===== src/rtl/cpu64_l2_pkg.sv =====
// Shared L2 definitions: geometry constants used by the arrays and the
// line-transfer sequencer, plus command and sequencer state encodings.
package cpu64_l2_pkg;

    localparam int L2_INDEX_W = 8;
    localparam int L2_WAY_W   = 4;
    localparam int L2_TAG_W   = 50;
    localparam int L2_DATA_W  = 64;
    localparam int L2_BEATS   = 8;

    typedef enum logic [1:0] {
        OP_NONE       = 2'b00,
        OP_FILL       = 2'b01,
        OP_EVICT      = 2'b10,
        OP_EVICT_FILL = 2'b11
    } xfer_op_e;

    typedef enum logic [1:0] {
        ST_IDLE  = 2'd0,
        ST_EVICT = 2'd1,
        ST_FILL  = 2'd2,
        ST_DONE  = 2'd3
    } xfer_state_e;

endpackage


===== src/rtl/cpu64_l2_line_xfer.sv =====
// Whole-line mover in front of cpu64_l2_arrays: streams a victim line out as
// writeback beats and/or writes a refill line critical-word-first with wrap.
module cpu64_l2_line_xfer
    import cpu64_l2_pkg::*;
#(
    parameter int INDEX_W = L2_INDEX_W,
    parameter int WAY_W   = L2_WAY_W,
    parameter int TAG_W   = L2_TAG_W,
    parameter int DATA_W  = L2_DATA_W,
    parameter int BEATS   = L2_BEATS,
    localparam int WORD_W = $clog2(BEATS)
) (
    input  logic               clk,
    input  logic               rst_n,

    input  logic               cmd_valid_i,
    output logic               cmd_ready_o,
    input  logic [1:0]         cmd_op_i,
    input  logic [INDEX_W-1:0] cmd_index_i,
    input  logic [WAY_W-1:0]   cmd_way_i,
    input  logic [WORD_W-1:0]  cmd_word_i,
    input  logic [TAG_W-1:0]   cmd_tag_i,

    input  logic               fill_valid_i,
    output logic               fill_ready_o,
    input  logic [DATA_W-1:0]  fill_data_i,

    output logic               wb_valid_o,
    input  logic               wb_ready_i,
    output logic [DATA_W-1:0]  wb_data_o,
    output logic [TAG_W-1:0]   wb_tag_o,
    output logic               wb_last_o,

    output logic               done_o,

    output logic [INDEX_W-1:0] arr_index_o,
    output logic [WAY_W-1:0]   arr_way_sel_o,
    output logic [WORD_W-1:0]  arr_word_sel_o,
    output logic               arr_write_en_o,
    output logic [7:0]         arr_be_o,
    output logic [TAG_W-1:0]   arr_tag_o,
    output logic [DATA_W-1:0]  arr_wdata_o,
    input  logic [DATA_W-1:0]  arr_rdata_i,
    input  logic [TAG_W-1:0]   arr_tag_i
);

    localparam logic [WORD_W-1:0] LAST_WORD = WORD_W'(BEATS - 1);

    xfer_state_e        state_q, state_d;
    xfer_op_e           op_q;
    logic [INDEX_W-1:0] index_q;
    logic [WAY_W-1:0]   way_q;
    logic [WORD_W-1:0]  word_q;
    logic [TAG_W-1:0]   tag_q;
    // word_ptr drives the array word address; beat_cnt counts accepted fill
    // beats independently so a wrapped critical-word start ends correctly.
    logic [WORD_W-1:0]  word_ptr_q, word_ptr_d;
    logic [WORD_W-1:0]  beat_cnt_q, beat_cnt_d;
    logic               cmd_fire;
    logic               evict_last;

    assign cmd_fire       = cmd_valid_i && cmd_ready_o;
    assign evict_last     = (word_ptr_q == LAST_WORD);
    assign arr_index_o    = index_q;
    assign arr_way_sel_o  = way_q;
    assign arr_word_sel_o = word_ptr_q;

    always_comb begin
        state_d        = state_q;
        word_ptr_d     = word_ptr_q;
        beat_cnt_d     = beat_cnt_q;
        cmd_ready_o    = 1'b0;
        fill_ready_o   = 1'b0;
        wb_valid_o     = 1'b0;
        wb_data_o      = '0;
        wb_tag_o       = '0;
        wb_last_o      = 1'b0;
        done_o         = 1'b0;
        arr_write_en_o = 1'b0;
        arr_be_o       = '0;
        arr_tag_o      = '0;
        arr_wdata_o    = '0;
        case (state_q)
            ST_IDLE: begin
                cmd_ready_o = 1'b1;
                if (cmd_valid_i) begin
                    beat_cnt_d = '0;
                    word_ptr_d = (cmd_op_i == OP_FILL) ? cmd_word_i : '0;
                    case (cmd_op_i)
                        OP_FILL:                state_d = ST_FILL;
                        OP_EVICT, OP_EVICT_FILL: state_d = ST_EVICT;
                        default:                state_d = ST_DONE;
                    endcase
                end
            end
            ST_EVICT: begin
                wb_valid_o = 1'b1;
                wb_data_o  = arr_rdata_i;
                wb_tag_o   = arr_tag_i;
                wb_last_o  = evict_last;
                if (wb_ready_i) begin
                    word_ptr_d = word_ptr_q + 1'b1;
                    if (evict_last) begin
                        if (op_q == OP_EVICT_FILL) begin
                            state_d    = ST_FILL;
                            word_ptr_d = word_q;
                            beat_cnt_d = '0;
                        end else begin
                            state_d = ST_DONE;
                        end
                    end
                end
            end
            ST_FILL: begin
                fill_ready_o = 1'b1;
                if (fill_valid_i) begin
                    arr_write_en_o = 1'b1;
                    arr_be_o       = 8'hFF;
                    arr_tag_o      = tag_q;
                    arr_wdata_o    = fill_data_i;
                    word_ptr_d     = word_ptr_q + 1'b1;
                    beat_cnt_d     = beat_cnt_q + 1'b1;
                    if (beat_cnt_q == LAST_WORD) state_d = ST_DONE;
                end
            end
            ST_DONE: begin
                done_o  = 1'b1;
                state_d = ST_IDLE;
            end
            default: state_d = ST_IDLE;
        endcase
    end

    always_ff @(posedge clk or negedge rst_n) begin
        if (!rst_n) begin
            state_q    <= ST_IDLE;
            op_q       <= OP_NONE;
            index_q    <= '0;
            way_q      <= '0;
            word_q     <= '0;
            tag_q      <= '0;
            word_ptr_q <= '0;
            beat_cnt_q <= '0;
        end else begin
            state_q    <= state_d;
            word_ptr_q <= word_ptr_d;
            beat_cnt_q <= beat_cnt_d;
            if (cmd_fire) begin
                op_q    <= xfer_op_e'(cmd_op_i);
                index_q <= cmd_index_i;
                way_q   <= cmd_way_i;
                word_q  <= cmd_word_i;
                tag_q   <= cmd_tag_i;
            end
        end
    end

endmodule


===== config.mk =====
export PLATFORM = sky130hd
export DESIGN_NAME = cpu64_l2_line_xfer
export DESIGN_NICKNAME = d
export VERILOG_FILES = /design/src/rtl/cpu64_l2_pkg.sv /design/src/rtl/cpu64_l2_line_xfer.sv
export SDC_FILE = /design/constraint.sdc
export NUM_CORES = 1
export LEC_CHECK = 0
export BUFFER_PORTS_ARGS = -buffer_cell sky130_fd_sc_hd__buf_4
export CORE_AREA = 3 3 198 200
export CTS_BUF_LIST = sky130_fd_sc_hd__clkbuf_4 sky130_fd_sc_hd__clkbuf_8
export CTS_CLUSTER_SIZE = 10
export DETAILED_ROUTE_END_ITERATION = 6
export DIE_AREA = 0 0 201 203
export HOLD_SLACK_MARGIN = 0.05
export SYNTH_ARGS = -nofsm -noshare
export SYNTH_HDL_FRONTEND = slang
export SYNTH_SLANG_ARGS = --single-unit

===== constraint.sdc =====
create_clock -name clk -period 2.9 [get_ports clk]
set_input_delay 0.29 -clock clk [delete_from_list [all_inputs] [get_ports clk]]
set_output_delay 0.29 -clock clk [all_outputs]
set_load 0.005 [all_outputs]

==> results of run 1 <==
==> cell usage in the layout (no fill, tap or decap), types with 2 or more instances in the layout <==
cell,count
sky130_fd_sc_hd__a31oi_1,3
sky130_fd_sc_hd__o21ai_0,3
sky130_fd_sc_hd__nand3_1,3
sky130_fd_sc_hd__nand2_1,8
sky130_fd_sc_hd__inv_1,6
sky130_fd_sc_hd__clkbuf_8,11
sky130_fd_sc_hd__and2_1,116
sky130_fd_sc_hd__nand3b_1,2
sky130_fd_sc_hd__buf_4,508
sky130_fd_sc_hd__clkbuf_4,2
sky130_fd_sc_hd__ha_4,2
sky130_fd_sc_hd__and3_1,116
sky130_fd_sc_hd__mux2i_1,3
sky130_fd_sc_hd__nor2_1,4
sky130_fd_sc_hd__dfrtp_1,75
sky130_fd_sc_hd__ha_1,7
sky130_fd_sc_hd__mux2_2,69
sky130_fd_sc_hd__nor2b_1,3
sky130_fd_sc_hd__buf_12,3
==> state kept, by name, summed over array words and instances (netlist names) <==
register        cells
state_q             2
arr_word_sel_o      3
beat_cnt_q          3
arr_way_sel_o       4
op_q                2
tag_q              50
arr_index_o         8
word_q              3
==> how the worst min path moves through the flow <==
stage,from,end,slack [ns]
after global placement,tag_q[26]$_DFFE_PN0P_,tag_q[26]$_DFFE_PN0P_,0.48
final,rst_n,arr_way_sel_o[0]$_DFFE_PN0P_,0.09
after floorplan,rst_n,arr_index_o[0]$_DFFE_PN0P_,-0.006
after CTS,cmd_way_i[3],arr_way_sel_o[3]$_DFFE_PN0P_,0.1
after detailed placement,tag_q[45]$_DFFE_PN0P_,tag_q[45]$_DFFE_PN0P_,0.49
after global routing,cmd_tag_i[24],tag_q[24]$_DFFE_PN0P_,0.11
==> metrics by stage <==
stage / hold WS, ns / area, um^2 / std cells
after global routing: 0.1097 / 9269 / 1470
after floorplan: -0.005591 / 4745 / 485
after detailed placement: 0.4863 / 9056 / 1454
after global placement: 0.4813 / 9056 / 1454
after CTS: 0.09782 / 9269 / 1470
final: 0.09436 / 9271 / 1471
==> area by class of cell <==
cell class | instances | area (um^2)
Antenna cell | 1 | 2.502
Clock buffer | 13 | 166.4
Clock inverter | 3 | 46.29
Fill cell | 4076 | 28310
Inverter | 6 | 22.52
Multi-Input combinational cell | 351 | 2644
Sequential cell | 75 | 1877
Tap cell | 511 | 639.4
Timing Repair Buffer | 511 | 3874
==> worst max-delay path, delay by kind of cell (launching register included) <==
family / cells / cell delay (ns)
DFF: 1 / 0.44
adders and majority gates: 1 / 0.46
buffers and inverters: 3 / 0.71
and+or+nand+nor: 1 / 0.23
==> synth_stat cells (2+ instances only) <==
master and n:
sky130_fd_sc_hd__and2_1 116, sky130_fd_sc_hd__and3_1 116, sky130_fd_sc_hd__dfrtp_1 75, sky130_fd_sc_hd__mux2_2 69, sky130_fd_sc_hd__clkbuf_1 41, sky130_fd_sc_hd__ha_1 9, sky130_fd_sc_hd__nand2_1 9, sky130_fd_sc_hd__buf_4 8
sky130_fd_sc_hd__inv_1 6, sky130_fd_sc_hd__buf_2 4, sky130_fd_sc_hd__nor2_1 4, sky130_fd_sc_hd__a31oi_1 3, sky130_fd_sc_hd__mux2i_1 3, sky130_fd_sc_hd__nand3_1 3, sky130_fd_sc_hd__nor2b_1 3, sky130_fd_sc_hd__o21ai_0 3
sky130_fd_sc_hd__nand3b_1 2
==> report_power, final <==
| group | total (uW) | switching [uW] | internal (uW) |
|---|---|---|---|
| logic | 4230 | 1890 | 2340 |
| registers | 1900 | 315 | 1580 |
| clock network | 874 | 408 | 466 |
==> kinds of logic after synthesis <==
logic type,after synthesis
AND/OR/NAND/NOR,259
flip-flops,75
multiplexers,73
buffers and inverters,59
AO/OA/AOI/OAI,10
adder cells (fa/ha/maj),9
==> layer usage <==
metal / track usage, % / routed length [um] / vias up
li1: - / - / 2570
met1: 15.38 / 11440 / 2649
met2: 21.77 / 13550 / 277
met3: 4.056 / 2230 / 27
met4: 4.141 / 751 / 4
met5: 0 / 23 / -
==> qor.tcl, run 1 <==
set qor(status) {completed}
set qor(fraction_of_synthesized_area_in_multiplexers_pct) 17.33
set qor(pins_over_slew_limit) 0
set qor(max_clock_freq_ghz) 0.3931
set qor(drt_iter0_markers) 254
set qor(post_synth_instance_area_mm2) 0.004745
set qor(synth_top_family_by_area) {simple AND/OR/NAND/NOR gates}
set qor(design.die.area_mm2) 0.04080
set qor(clockBufferDepth) 2
set qor(syn_to_final_growth_pct) 95.41
set qor(synth-warning-count) 0
set qor(worst-path-max-fanout) 51
set qor(worst_pin_slew_ns) 1.001
set qor(final_layout_size_suffix_gt1_share_pct) 62.98
set qor(syn_inst) 485
set qor(cpPeakStageDelay_ns) 0.46
set qor(route.vias.total) 5527
set qor(timing.setup.tns_ns) 0
set qor(first_pass_grt_wire_length_mm) 39.43
set qor(cts_tree) {done}
set qor(cpMostUsedCell) {sky130_fd_sc_hd__buf_4}
set qor(ir_worst_vdd_v) 0.0003834
set qor(synth-xor-area-share_pct) 0
set qor(route.detailed.wl_per_inst_um) 19.03
set qor(r2r-end) {beat_cnt_q[0]$_DFFE_PN0P_}
set qor(worst_path_max_delay_cell) {sky130_fd_sc_hd__ha_4}
set qor(arithmetic_cell_share_of_the_synthesized_area_counting_full_adders_half_adders_and_majority_gates_pct) 2.373
set qor(worst_relative_slew_slack_pct) 33.23
set qor(setup.worst_path.end) {arr_wdata_o[54]}
set qor(synth_compound_area_share_pct) 1.424
set qor(timing.max_cap.violations) 0
set qor(cts.hold.buffers_added) 0
set qor(path_cells) {inv_1 -> ha_4 -> buf_4 -> and3_1 -> buf_4}
set qor(worstPathArrival_ns) 2.25
set qor(grt_start_max_net_pins) 105
set qor(nets) 1213
set qor(first_pass_iters) 4
set qor(postRouteWirelength_mm) 27.99
set qor(critical_path_source_type) {flip-flop}
set qor(core-area_mm2) 0.03758
set qor(synthesis.nets) 744
set qor(power.density_mw_per_mm2) 755.1
set qor(cts_htree_levels) 3
set qor(netlist.area_leader.share_pct) 39.56
set qor(rows) 71
set qor(total_power_uw) 7001
set qor(dpl.hpwl_mm) 23.01
set qor(regToRegSetupSlack_ns) 0.63
set qor(grt_setup_unrepaired) {no}
set qor(finalSetupViolations) 0
set qor(count_of_flip_flops_with_a_built_in_enable_after_synthesis) 0
set qor(hp-class) {primary input to async pin}
set qor(clk_root_buffer_cell) {sky130_fd_sc_hd__clkbuf_8}
set qor(insertion_delay_ns) 0.36
set qor(power.leakage_uw) 0.005102
set qor(clock_skew_ns) 0.01209
set qor(worst_setup_path_end_kind) {primary output}
set qor(port-buffer-count) 506
set qor(die_y_um) 203
set qor(final_min_period_over_clock_period_pct) 87.73
set qor(ys_dominant_reg_cell) {sky130_fd_sc_hd__dfrtp_1}
set qor(synthDominantAreaCellType) {sky130_fd_sc_hd__dfrtp_1}
set qor(post_synth_and_or_nand_nor_area_fraction_pct) 33.91
set qor(clock-sinks) 75
set qor(critPathRequiredTime_ns) 2.61
set qor(synth.ff_latch_count) 75
set qor(initial_utilization_pct) 12.63
set qor(boundaryPins) 507
set qor(sequential_fraction_of_the_synthesis_area_pct) 39.56
set qor(timing.final.ws_setup_ns) 0.3560
set qor(synth_cell_type_count) 28
set qor(grt_antenna_before_repair) 4
set qor(worstReg2RegStart) {state_q[0]$_DFFE_PN0P_}
set qor(placement.setup.worst_slack_ns) 0.6671
set qor(crit_path_start) {state_q[0]$_DFFE_PN0P_}
set qor(post-route-drc-count) 0
set qor(finalHoldViolCount) 0
set qor(antenna_violating_nets_post_route) 0
set qor(r2r.worst_path.cells) 6
set qor(synth_top_cells_by_area) {sky130_fd_sc_hd__dfrtp_1 (40%), sky130_fd_sc_hd__mux2_2 (16%), sky130_fd_sc_hd__and2_1 (15%), sky130_fd_sc_hd__and3_1 (15%), sky130_fd_sc_hd__clkbuf_1 (3.2%)}
set qor(global_route_usage_over_all_layers_pct) 12.80
set qor(final_core_util_pct) 24.67
set qor(cts.clk_slew.worst_paths_ns) 0.08
set qor(gp_congestion) 0.9633
set qor(vias_in_the_first_global_route) 5804
set qor(drt-vias-per-instance) 3.757
set qor(timing.final.crit_period_ns) 2.544
set qor(post_cts_buffers) 0
set qor(inserted_clock_buffers) 9
set qor(post_synth.cell_area_avg_um2) 9.783
set qor(die_width_um) 201
set qor(async_reset_ff_share_pct) 100.0
set qor(worstSetupPathType) {flip-flop to primary output}
set qor(grt.overflow.total) 0
set qor(cts.repair.resized) 0
Power figures use the tool's default switching activity.
==> inputs of run 2 (changes only) <==
--- a/config.mk
+++ b/config.mk
@@ -6,11 +6,11 @@
 export NUM_CORES = 1
 export LEC_CHECK = 0
 export BUFFER_PORTS_ARGS = -buffer_cell sky130_fd_sc_hd__buf_4
-export CORE_AREA = 3 3 198 200
+export CORE_AREA = 3 3 197 199
 export CTS_BUF_LIST = sky130_fd_sc_hd__clkbuf_4 sky130_fd_sc_hd__clkbuf_8
 export CTS_CLUSTER_SIZE = 10
 export DETAILED_ROUTE_END_ITERATION = 6
-export DIE_AREA = 0 0 201 203
+export DIE_AREA = 0 0 200 202
 export HOLD_SLACK_MARGIN = 0.05
 export SYNTH_ARGS = -nofsm -noshare
 export SYNTH_HDL_FRONTEND = slang
==> constraint.sdc (replaced) <==
create_clock -name clk -period 2.1 [get_ports clk]
set_input_delay 0.21 -clock clk [delete_from_list [all_inputs] [get_ports clk]]
set_output_delay 0.21 -clock clk [all_outputs]
set_load 0.005 [all_outputs]
==> qor.tcl, run 2 (synthesized netlist as in run 1, its figures left out) <==
set qor(first_pass_iters) 4
set qor(critPathRequiredTime_ns) 1.89
set qor(timing.final.crit_period_ns) 2.001
set qor(inserted_clock_buffers) 9
set qor(r2r.worst_path.cells) 7
set qor(worst_setup_path_end_kind) {primary output}
set qor(syn_to_final_growth_pct) 101.5
set qor(route.detailed.wl_per_inst_um) 18.24
set qor(cts.clk_slew.worst_paths_ns) 0.08
set qor(worstSetupPathType) {flip-flop to primary output}
set qor(max_flop_register) {tag_q}
set qor(cts_htree_levels) 3
set qor(worstReg2RegStart) {state_q[1]$_DFFE_PN0P_}
set qor(final_layout_size_suffix_gt1_share_pct) 62.41
set qor(initial_utilization_pct) 12.69
set qor(status) {completed}
set qor(regToRegSetupSlack_ns) 0.20
set qor(multi_input_comb_area_mm2) 0.002651
set qor(timing.max_cap.violations) 0
set qor(worst_relative_slew_slack_pct) 69.41
set qor(grt_setup_unrepaired) {no}
set qor(clk_root_buffer_cell) {sky130_fd_sc_hd__clkbuf_8}
set qor(hp-class) {primary input to flip-flop}
set qor(first_pass_grt_wire_length_mm) 37.23
set qor(worst-path-max-fanout) 58
set qor(insertion_delay_ns) 0.36
set qor(port-buffer-count) 506
set qor(global_route_usage_over_all_layers_pct) 12.28
set qor(grt_start_max_net_pins) 78
set qor(worst_pin_slew_ns) 0.4589
set qor(clock_skew_ns) 0.01049
set qor(grt.overflow.total) 0
set qor(largest_register_ff_count) 50
set qor(max_clock_freq_ghz) 0.4998
set qor(clock-sinks) 75
set qor(layout.filler_cells) 3990
set qor(worstPathArrival_ns) 1.79
set qor(worstHoldEndpoint) {tag_q[26]$_DFFE_PN0P_}
set qor(pins_over_slew_limit) 0
set qor(highest_count_cells_in_the_layout_ignoring_fill_and_taps) {sky130_fd_sc_hd__buf_4 (513), sky130_fd_sc_hd__and3_1 (116), sky130_fd_sc_hd__and2_1 (115)}
set qor(power.leakage_uw) 0.005235
set qor(cts_tree) {done}
set qor(route.vias.total) 5611
set qor(clockBufferDepth) 2
set qor(timing.hold.ws_ns) 0.08084
set qor(layout.area.seq_mm2) 0.001877
set qor(worst_hold_depth) 2
set qor(design.die.area_mm2) 0.04040
set qor(nets) 1241
set qor(boundaryPins) 507
set qor(dpl.hpwl_mm) 22.36
set qor(post-route-drc-count) 0
set qor(grt_antenna_before_repair) 6
set qor(drt-vias-per-instance) 3.743
set qor(r2r-end) {state_q[1]$_DFFE_PN0P_}
set qor(rows) 71
set qor(vias_in_the_first_global_route) 5760
set qor(die_y_um) 202
set qor(timing.setup.tns_ns) 0
set qor(power.density_mw_per_mm2) 1009
set qor(die_width_um) 200
set qor(total_power_uw) 9645
set qor(layout_commonest_cell) {sky130_fd_sc_hd__buf_4}
set qor(final_min_period_over_clock_period_pct) 95.28
set qor(finalSetupViolations) 0
set qor(drt_iter0_markers) 193
set qor(core-area_mm2) 0.03740
set qor(gp_congestion) 0.8364
set qor(ir_worst_vdd_v) 0.0005231
set qor(min_from) {cmd_tag_i[26]}
set qor(postRouteWirelength_mm) 27.34
set qor(critical_path_source_type) {flip-flop}
set qor(finalHoldViolCount) 0
set qor(antenna_violating_nets_post_route) 0
==> run 2: metal layers <==
metal | routed length, um | up-vias | share of wire, % | global-route usage, %
li1 | - | 2622 | - | -
met1 | 9985 | 2667 | 37 | 13.37
met2 | 13470 | 279 | 49 | 21.73
met3 | 3078 | 33 | 11 | 4.751
met4 | 742 | 10 | 2.7 | 4.088
met5 | 64 | - | 0.23 | 0
==> run 2: how the worst max path moves through the flow <==
stage	start	end	cells after the start
after CTS	state_q[1]$_DFFE_PN0P_	wb_data_o[52]	5
after global routing	state_q[1]$_DFFE_PN0P_	wb_tag_o[17]	5
final	state_q[1]$_DFFE_PN0P_	wb_data_o[8]	5
after global placement	state_q[0]$_DFFE_PN0P_	state_q[1]$_DFFE_PN0P_	5
after floorplan	state_q[0]$_DFFE_PN0P_	beat_cnt_q[0]$_DFFE_PN0P_	6
after detailed placement	state_q[0]$_DFFE_PN0P_	state_q[1]$_DFFE_PN0P_	5
==> run 2: repair_timing <==
item	4_1_cts	5_1_grt
endpoints found under the hold margin	48	1
buffers inserted	0	1
resized for setup	3	3
hold buffers	18	1
setup endpoints to repair	83	66
cloned	1	0
==> run 2: area by class of cell <==
cell class / instances / share of cell area (%)
antenna: 1 / 0.02617
clock buffer: 10 / 1.374
clock inverter: 6 / 0.3403
inverter: 6 / 0.2356
multi-input combinational: 351 / 27.73
sequential: 75 / 19.63
tap: 511 / 6.688
timing repair buffer: 539 / 43.97
==> run 2: stage by stage <==
stage | std cells | setup WS [ns] | utilization [%] | cell area, um^2
floorplan | 485 | 0.2492 | - | 4745
global placement | 1461 | 0.2300 | 24.46 | 9146
detailed placement | 1461 | 0.1210 | 24.46 | 9146
CTS | 1496 | 0.001883 | 25.47 | 9527
global route | 1498 | 0.01435 | 25.56 | 9558
finish | 1499 | 0.09913 | 25.56 | 9560
==> run 2: power breakdown <==
part	internal (uW)	switching, uW
logic	3440	2640
registers	2180	393
clock network	432	562
==> run 2: worst max-delay path: stages, from the launching register on <==
cell and delay [ns]:
sky130_fd_sc_hd__dfrtp_1 0.44, sky130_fd_sc_hd__inv_1 0.16, sky130_fd_sc_hd__ha_4 0.23, sky130_fd_sc_hd__buf_16 0.22
sky130_fd_sc_hd__and2_1 0.22, sky130_fd_sc_hd__buf_4 0.13
